==> config.mk <==
export PLATFORM = sky130hd
export DESIGN_NAME = param_step_counter
export DESIGN_NICKNAME = d
export VERILOG_FILES = /design/src/rtl/param_step_counter.sv
export SDC_FILE = /design/constraint.sdc
export NUM_CORES = 1
export LEC_CHECK = 0
export ABC_CLOCK_PERIOD_IN_PS = 3200
export BUFFER_PORTS_ARGS = -buffer_cell sky130_fd_sc_hd__buf_2
export CORE_ASPECT_RATIO = 0.8
export CORE_UTILIZATION = 54
export CTS_CLUSTER_DIAMETER = 200
export DETAILED_ROUTE_END_ITERATION = 8
export PLACE_DENSITY = 0.81
export SYNTH_ARGS = -nofsm -noshare
export SYNTH_HDL_FRONTEND = slang
export SYNTH_SLANG_ARGS = --single-unit
export TNS_END_PERCENT = 1
==> constraint.sdc <==
create_clock -name clk -period 3.2 [get_ports clk]
set_input_delay 0.16 -clock clk [delete_from_list [all_inputs] [get_ports clk]]
set_output_delay 0.16 -clock clk [all_outputs]
set_load 0.05 [all_outputs]
==> src/rtl/param_step_counter.sv <==
// param_step_counter
//
// Up/down counter with a programmable step, a synchronous parallel load, and a
// choice of wrap-around or saturating behaviour at the range limits.
//
// Parameters
//   WIDTH  : count register width in bits (2..32)
//   STEPW  : step input width in bits (1..WIDTH)
//   SAT_EN : 1 = saturate at 0 / all-ones, 0 = wrap modulo 2^WIDTH
//
// Ports
//   clk  : in  clock; all state changes on the rising edge
//   rst  : in  synchronous active-high reset (q=0, ovf=0)
//   en   : in  count enable
//   dn   : in  direction, 0 = up, 1 = down
//   step : in  unsigned step magnitude (0 = hold)
//   ld   : in  parallel load strobe, loads d into q
//   d    : in  load value
//   q    : out registered count
//   ovf  : out registered pulse, high for the cycle after an overflow/underflow
//   tc   : out combinational terminal count (q all-ones going up, q zero going down)
//
// Priority per edge: rst > ld > en > hold.

module param_step_counter #(
    parameter int unsigned WIDTH  = 16,
    parameter int unsigned STEPW  = 4,
    parameter bit          SAT_EN = 1'b0
) (
    input  logic             clk,
    input  logic             rst,
    input  logic             en,
    input  logic             dn,
    input  logic [STEPW-1:0] step,
    input  logic             ld,
    input  logic [WIDTH-1:0] d,
    output logic [WIDTH-1:0] q,
    output logic             ovf,
    output logic             tc
);

    logic [WIDTH-1:0] q_q, q_d;
    logic             ovf_q, ovf_d;

    // One extra bit holds the carry (up) or borrow (down) of the ripple add/sub.
    logic [WIDTH:0]   step_ext;
    logic [WIDTH:0]   sum;
    logic             carry;

    always_comb begin
        step_ext = (WIDTH + 1)'(step);
        if (dn) begin
            sum = {1'b0, q_q} - step_ext;
        end else begin
            sum = {1'b0, q_q} + step_ext;
        end
        carry = sum[WIDTH];
    end

    always_comb begin
        q_d   = q_q;
        ovf_d = 1'b0;
        if (ld) begin
            q_d = d;
        end else if (en) begin
            ovf_d = carry;
            if (SAT_EN && carry) begin
                // Clamp to the limit in the direction of travel.
                q_d = dn ? '0 : '1;
            end else begin
                q_d = sum[WIDTH-1:0];
            end
        end
    end

    always_ff @(posedge clk) begin
        if (rst) begin
            q_q   <= '0;
            ovf_q <= 1'b0;
        end else begin
            q_q   <= q_d;
            ovf_q <= ovf_d;
        end
    end

    assign q   = q_q;
    assign ovf = ovf_q;
    // Depends on the live dn input, so there is deliberately no register here.
    assign tc  = dn ? (q_q == '0) : (q_q == '1);

endmodule
==> impl_metrics.env, run 1 <==
export IMPL_setup_tns_ns=0
export IMPL_h_tree_depth=1
export IMPL_detail_route_iter0_violations=146
export IMPL_wl_per_cell_um=16.5
export IMPL_synth_cell_area_um2=1770
export IMPL_finish_utilization=0.650
export IMPL_cts_tree="built"
export IMPL_cp_data_required_time_ns=3.35
export IMPL_worst_endpoint_arrival_ns=2.67
export IMPL_fin_total_pwr_w=0.000874
export IMPL_clk_path_buf_depth=2
export IMPL_antenna_violations_before_repair=0
export IMPL_ir_worst_vdd_mv=0.230
export IMPL_crit_fanout=6
export IMPL_synth_area_per_cell_um2=7.68
export IMPL_main_flop_type_after_synthesis="dfxtp_1"
export IMPL_route_vias_total=1903
export IMPL_post_cts_resized=0
export IMPL_routed_wirelength_um=5010
export IMPL_chipHeight_um=53.1
export IMPL_clk_transition_reported_paths_ns=0.08
export IMPL_num_ports=43
export IMPL_max_clock_freq_ghz=0.396
export IMPL_yosys_register_bits=17
export IMPL_synth_seq_area_share=0.193
export IMPL_slew_headroom=0.615
export IMPL_p_per_area_nw_per_um2=432
export IMPL_vias_in_the_first_global_route=1604
export IMPL_netlist_cell_type_count=51
export IMPL_clkLatencyLatePin_ns=0.26
export IMPL_drtPass1Iterations=5
export IMPL_area_growth_synth_to_final_pct=14.5
export IMPL_die_x_um=65.9
export IMPL_numClockSinks=17
export IMPL_crit_path_start_kind="primary input"
export IMPL_detailedPlacementHpwl_um=3670
export IMPL_final_antenna_net_count=0
export IMPL_cts_buffers=3
export IMPL_final_nets=309
export IMPL_setup_repair_after_global_routing_missed_its_margin="no"
export IMPL_postSynthCellCount=230
export IMPL_cts_hold_buf=0
export IMPL_power_static_leakage_nw=0.964
export IMPL_port_buffers=42
export IMPL_clk_root_buffer_cell="clkbuf_8"
export IMPL_setup_viol_count_final=0
export IMPL_global_route_overflow_total=0
export IMPL_grt_first_pass_wirelength_um=7490
export IMPL_final_hold_violations=0
export IMPL_synth_fp_nets=275
export IMPL_timing_max_transition_violations_final=0
export IMPL_max_cap_violations=0
export IMPL_status="completed"
export IMPL_timing_worst_slew_pin_value_ns=0.577
export IMPL_num_rows=18
export IMPL_finalClockSkew_ns=0.00905
export IMPL_floorplan_die_area_um2=3500
export IMPL_synth_async_reset_ratio=0
export IMPL_end_kind="flip-flop"
export IMPL_critPathKind="in -> reg"
export IMPL_floorplan_core_area_um2=3110
export IMPL_grt_max_degree=34
export IMPL_routed_via_density=6.28
export IMPL_cts_setup_buffers=0
export IMPL_start_util=0.568
export IMPL_number_of_enable_type_register_cells_in_the_synthesized_netlist=0
export IMPL_number_of_drc_violations_after_detailed_routing=0
export IMPL_diodes=0
export IMPL_min_delay_path_class="in -> reg"
export IMPL_layout_min_cycle_time_ns=2.53
export IMPL_min_period_over_period=0.789
export IMPL_grt_usage=0.285
export IMPL_synth_warn=0
export IMPL_routabilityCongestion=0.946
export IMPL_num_fill_cells=278
export IMPL_drive_gt1_frac=0.205
==> synth_stat cells, drive strengths merged (4+ instances only) <==
| library cell | count | area [um2] |
|---|---|---|
| a21o | 10 | 75.1 |
| nor2b | 4 | 25.0 |
| a21oi | 18 | 90.1 |
| a211oi | 4 | 30.0 |
| nand4 | 7 | 43.8 |
| nor2 | 23 | 86.3 |
| nor3 | 9 | 45.0 |
| mux2i | 5 | 50.1 |
| dfxtp | 17 | 340 |
| o31ai | 4 | 35.0 |
| a221oi | 5 | 50.0 |
| nand3 | 4 | 20.0 |
| ha | 19 | 238 |
| nand2 | 13 | 48.8 |
| o21ai | 7 | 35.0 |
| nor3b | 7 | 52.6 |
| xnor2 | 7 | 61.3 |
| nor4 | 4 | 25.0 |
| clkbuf | 8 | 30.0 |
| inv | 14 | 52.6 |
| buf | 5 | 21.3 |
| o21a | 4 | 31.3 |
==> cells in the final DEF, fill, tap and decap left out, types with 2 or more instances in the layout <==
cell type	count
a211oi_1	4
nand2_1	13
nor4b_1	2
nor2_1	23
nand2b_1	2
buf_2	42
nor3_1	9
clkbuf_8	3
a21o_1	10
o21bai_1	2
nor3b_1	7
a221oi_1	4
nor2b_1	4
inv_1	14
o21ai_1	3
a31oi_1	3
o21a_1	3
xnor2_1	7
a21oi_1	18
o22ai_1	3
and3_1	2
o31ai_1	3
nand4_1	7
ha_1	19
nor4_1	4
dfxtp_1	17
nand3_1	4
mux2i_1	5
o21ai_0	4
==> where the power goes <==
group / internal (W) / switching [W] / total [W]
registers: 0.000232 / 0.0000312 / 0.000263
logic: 0.000165 / 0.000276 / 0.000441
clock network: 0.0000867 / 0.0000830 / 0.000170
total: 0.000484 / 0.000390 / 0.000874
==> layout make-up <==
cell class,count,area [um2],share of cell area
clock buffers,3,41.3,0.0204
clock inverters,1,5.00,0.00248
inverters,14,52.6,0.0260
multi-input cells,186,1320,0.654
flip-flops and latches,17,340,0.168
well taps,40,50.0,0.0248
repair buffers,42,210,0.104
==> worst max-delay path, stage by stage <==
cell      delay (ns)
buf_2           0.11
inv_1           0.04
ha_1            0.28
mux2_2          0.29
inv_1           0.06
ha_1            0.21
nor2b_1         0.15
o31ai_2         0.47
a211oi_1        0.18
a221oi_1        0.38
mux2i_1         0.24
nand2_1         0.09
==> state kept, by name, indices dropped and copies added (netlist names) <==
register  flops
ovf           1
q            16
==> logic make-up after synthesis <==
group / Yosys count / share of synthesized area
and+or+nand+nor: 80 / 0.232
AOI/OAI and AO/OA: 72 / 0.296
buffers and inverters: 27 / 0.0588
adders and majority gates: 20 / 0.146
DFF: 17 / 0.193
xor gates and xnor gates: 8 / 0.0397
muxes: 6 / 0.0347
==> final timing paths <==
check                from  endpoint  slack, ns  depth (start not counted)
hold / removal      d[11]     q[11]       0.13                          3
setup / recovery  step[0]     q[15]       0.67                         12
setup reg to reg     q[1]     q[15]       0.87                          7
hold reg to reg      q[8]      q[8]       0.64                          2
==> routing by layer <==
layer / vias up / wire length [um] / track usage
li1: 926 / - / -
met1: 878 / 2320 / 0.394
met2: 91 / 2160 / 0.447
met3: 8 / 472 / 0.0517
met4: 0 / 59 / 0.0797
met5: - / 0 / 0
==> per-stage QoR <==
step | area [um2] | instances | hold slack, ns | setup slack (ns)
CTS | 2020 | 303 | 0.138 | 0.769
detailed placement | 1970 | 299 | 0.401 | 0.503
global placement | 1970 | 299 | 0.399 | 0.514
finish | 2020 | 303 | 0.133 | 0.674
global route | 2020 | 303 | 0.141 | 0.560
floorplan | 1770 | 230 | 0.302 | 0.770
(Power assumes the default switching activity.)
==> inputs of run 2 (changes only) <==
ABC_AREA = 1   (was default)
ABC_CLOCK_PERIOD_IN_PS = 2400   (was 3200)
CORE_UTILIZATION = 55   (was 54)
PLACE_DENSITY = 0.8   (was 0.81)
clock period = 2.4 ns   (was 3.2 ns; I/O delays follow)
==> impl_metrics.env, run 2 <==
export IMPL_diodes=0
export IMPL_setup_viol_count_final=0
export IMPL_largest_reg_flops=16
export IMPL_synth_warn=0
export IMPL_number_of_drc_violations_after_detailed_routing=0
export IMPL_grt_usage=0.286
export IMPL_cp_data_required_time_ns=2.56
export IMPL_die_x_um=69.3
export IMPL_detail_route_iter0_violations=138
export IMPL_final_antenna_net_count=0
export IMPL_finalClockSkew_ns=0.00374
export IMPL_ys_top_cells_by_area="dfxtp_1 (17%), nand2_1 (16%), ha_1 (12%)"
export IMPL_grt_first_pass_wirelength_um=8760
export IMPL_netlist_cell_type_count=41
export IMPL_max_clock_freq_ghz=0.486
export IMPL_status="completed"
export IMPL_slew_headroom=0.674
export IMPL_setup_repair_after_global_routing_missed_its_margin="no"
export IMPL_dp_slack_ns=-0.0591
export IMPL_area_growth_synth_to_final_pct=14.0
export IMPL_synth_cell_area_um2=2000
export IMPL_number_of_enable_type_register_cells_in_the_synthesized_netlist=0
export IMPL_layout_cells_most_common_list="nand2_1 (85), inv_1 (46), buf_2 (42)"
export IMPL_num_ports=43
export IMPL_layout_min_cycle_time_ns=2.06
export IMPL_synth_largest_area_cell="dfxtp_1"
export IMPL_max_cap_violations=0
export IMPL_pwr_share_comb=0.499
export IMPL_yosysMostFrequentCell="nand2_1"
export IMPL_ir_worst_vdd_mv=0.332
export IMPL_worst_endpoint_arrival_ns=2.22
export IMPL_timing_worst_slew_pin_value_ns=0.489
export IMPL_clk_transition_reported_paths_ns=0.08
export IMPL_routed_wirelength_um=5400
export IMPL_pwr_share_seq=0.298
export IMPL_global_route_overflow_total=0
export IMPL_critical_path_n_buffers_inverters=2
export IMPL_port_buffers=42
export IMPL_yosys_register_bits=17
export IMPL_num_fill_cells=335
export IMPL_p_switching_w=0.000529
export IMPL_fin_total_pwr_w=0.00114
export IMPL_multi_input_comb_area_um2=1430
export IMPL_h_tree_depth=1
export IMPL_postSynthCellCount=310
export IMPL_final_nets=396
export IMPL_drive_gt1_frac=0.274
export IMPL_critical_path_top_delay_family="simple AND/OR/NAND/NOR gates"
export IMPL_numClockSinks=17
export IMPL_p_per_area_nw_per_um2=503
export IMPL_timing_max_transition_violations_final=0
export IMPL_clockPowerShare=0.203
export IMPL_route_vias_total=2158
export IMPL_synth_fp_nets=355
export IMPL_cellInternalPower_w=0.000615
export IMPL_clk_path_buf_depth=2
export IMPL_routed_via_density=5.51
export IMPL_end_kind="flip-flop"
export IMPL_clkLatencyLatePin_ns=0.26
export IMPL_cts_hold_buf=0
export IMPL_register_area_um2=340
export IMPL_final_hold_violations=0
export IMPL_antenna_violations_before_repair=0
export IMPL_cp_slowest_cell="dfxtp_1"
export IMPL_routabilityCongestion=0.945
export IMPL_drtPass1Iterations=5
export IMPL_main_flop_type_after_synthesis="dfxtp_1"
export IMPL_grt_max_degree=19
export IMPL_synth_area_per_cell_um2=6.44
export IMPL_wl_per_cell_um=13.8
export IMPL_clk_root_buffer_cell="clkbuf_8"
export IMPL_critPathMaxStageDelay_ns=0.41
export IMPL_detailedPlacementHpwl_um=4150
export IMPL_start_util=0.579
export IMPL_post_synth_top_area_fraction=0.171
export IMPL_power_static_leakage_nw=1.25
export IMPL_layout_commonest_cell="nand2_1"
export IMPL_floorplan_core_area_um2=3450
export IMPL_swShare=0.462
export IMPL_chipHeight_um=55.9
export IMPL_timing_final_ws_setup_ns=0.341
export IMPL_yosys_top_cells_count="nand2_1 (85), inv_1 (46), ha_1 (19)"
export IMPL_num_rows=19
export IMPL_critPathKind="reg -> reg"
export IMPL_synth_async_reset_ratio=0
export IMPL_floorplan_die_area_um2=3870
export IMPL_crit_path_start_kind="flip-flop"
export IMPL_min_delay_path_class="in -> reg"
export IMPL_cts_buffers=3
export IMPL_crit_chain="inv_1, ha_1, fa_1, inv_1, nand3_1, nand3_2, nand3_1, nand3_2, nand2_2, nand2_2, nand2_1, nand2_1, nor2_1"
export IMPL_vias_in_the_first_global_route=1998
export IMPL_cts_tree="built"
export IMPL_synth_seq_area_share=0.171
export IMPL_min_period_over_period=0.858
export IMPL_crit_fanout=5
==> run 2: cell families (layout without fill, tap and decap cells) <==
kind of cell    after synthesis  in the layout  share of synthesized area
flops                        17             17                      0.171
xor+xnor                      2              2                    0.00878
fa+ha+maj                    20             20                      0.129
compound gates               43             43                      0.142
buf+inv                      59             99                      0.119
simple gates                169            169                      0.430
==> run 2: layer usage <==
layer,up-vias,wire length [um],global-route usage
li1,1092,-,-
met1,977,2380,0.357
met2,75,2530,0.481
met3,14,320,0.0489
met4,0,167,0.131
met5,-,0,0
==> run 2: tightest hold or removal path: cells and delay by family <==
family          cells  cell delay [ns]
simple gates        1             0.05
compound gates      1             0.07
buf+inv             1             0.10
==> run 2: stage by stage <==
stage               cells  utilization  area, um2  setup TNS (ns)  hold WS [ns]
finish                392        0.660       2280               0         0.124
global placement      388        0.646       2230        -0.00191         0.385
global route          392        0.660       2280               0         0.121
CTS                   392        0.659       2270               0         0.124
floorplan             310            -       2000               0         0.289
detailed placement    388        0.646       2230          -0.303         0.404
==> run 2: final timing paths <==
path / startpoint / cells past startpoint / slack, ns / to
setup reg to reg: q[0] / 13 / 0.34 / ovf
setup / recovery: q[0] / 13 / 0.34 / ovf
hold / removal: d[4] / 3 / 0.12 / q[4]
hold reg to reg: q[2] / 2 / 0.56 / q[2]
==> run 2: final cells by class <==
type | instances | share of cell area
clock buffers | 4 | 0.0198
inverters | 53 | 0.0874
multi-input cells | 234 | 0.628
flip-flops and latches | 17 | 0.150
well taps | 42 | 0.0231
repair buffers | 42 | 0.0924
==> run 2: what timing repair did <==
item,in CTS,in global routing
buffers inserted,0,0
endpoints found under the hold margin,0,0
gates resized for setup,0,1
endpoints found under the setup margin,0,8
==> run 2: power by group through the flow <==
stage | clock network [W] | registers, W | logic (W)
global route | 0.000250 | 0.000344 | 0.000625
detailed placement | 0 | 0.000347 | 0.000560
global placement | 0 | 0.000347 | 0.000549
finish | 0.000232 | 0.000341 | 0.000571
floorplan | 0 | 0.000419 | 0.000364
CTS | 0.000236 | 0.000340 | 0.000566
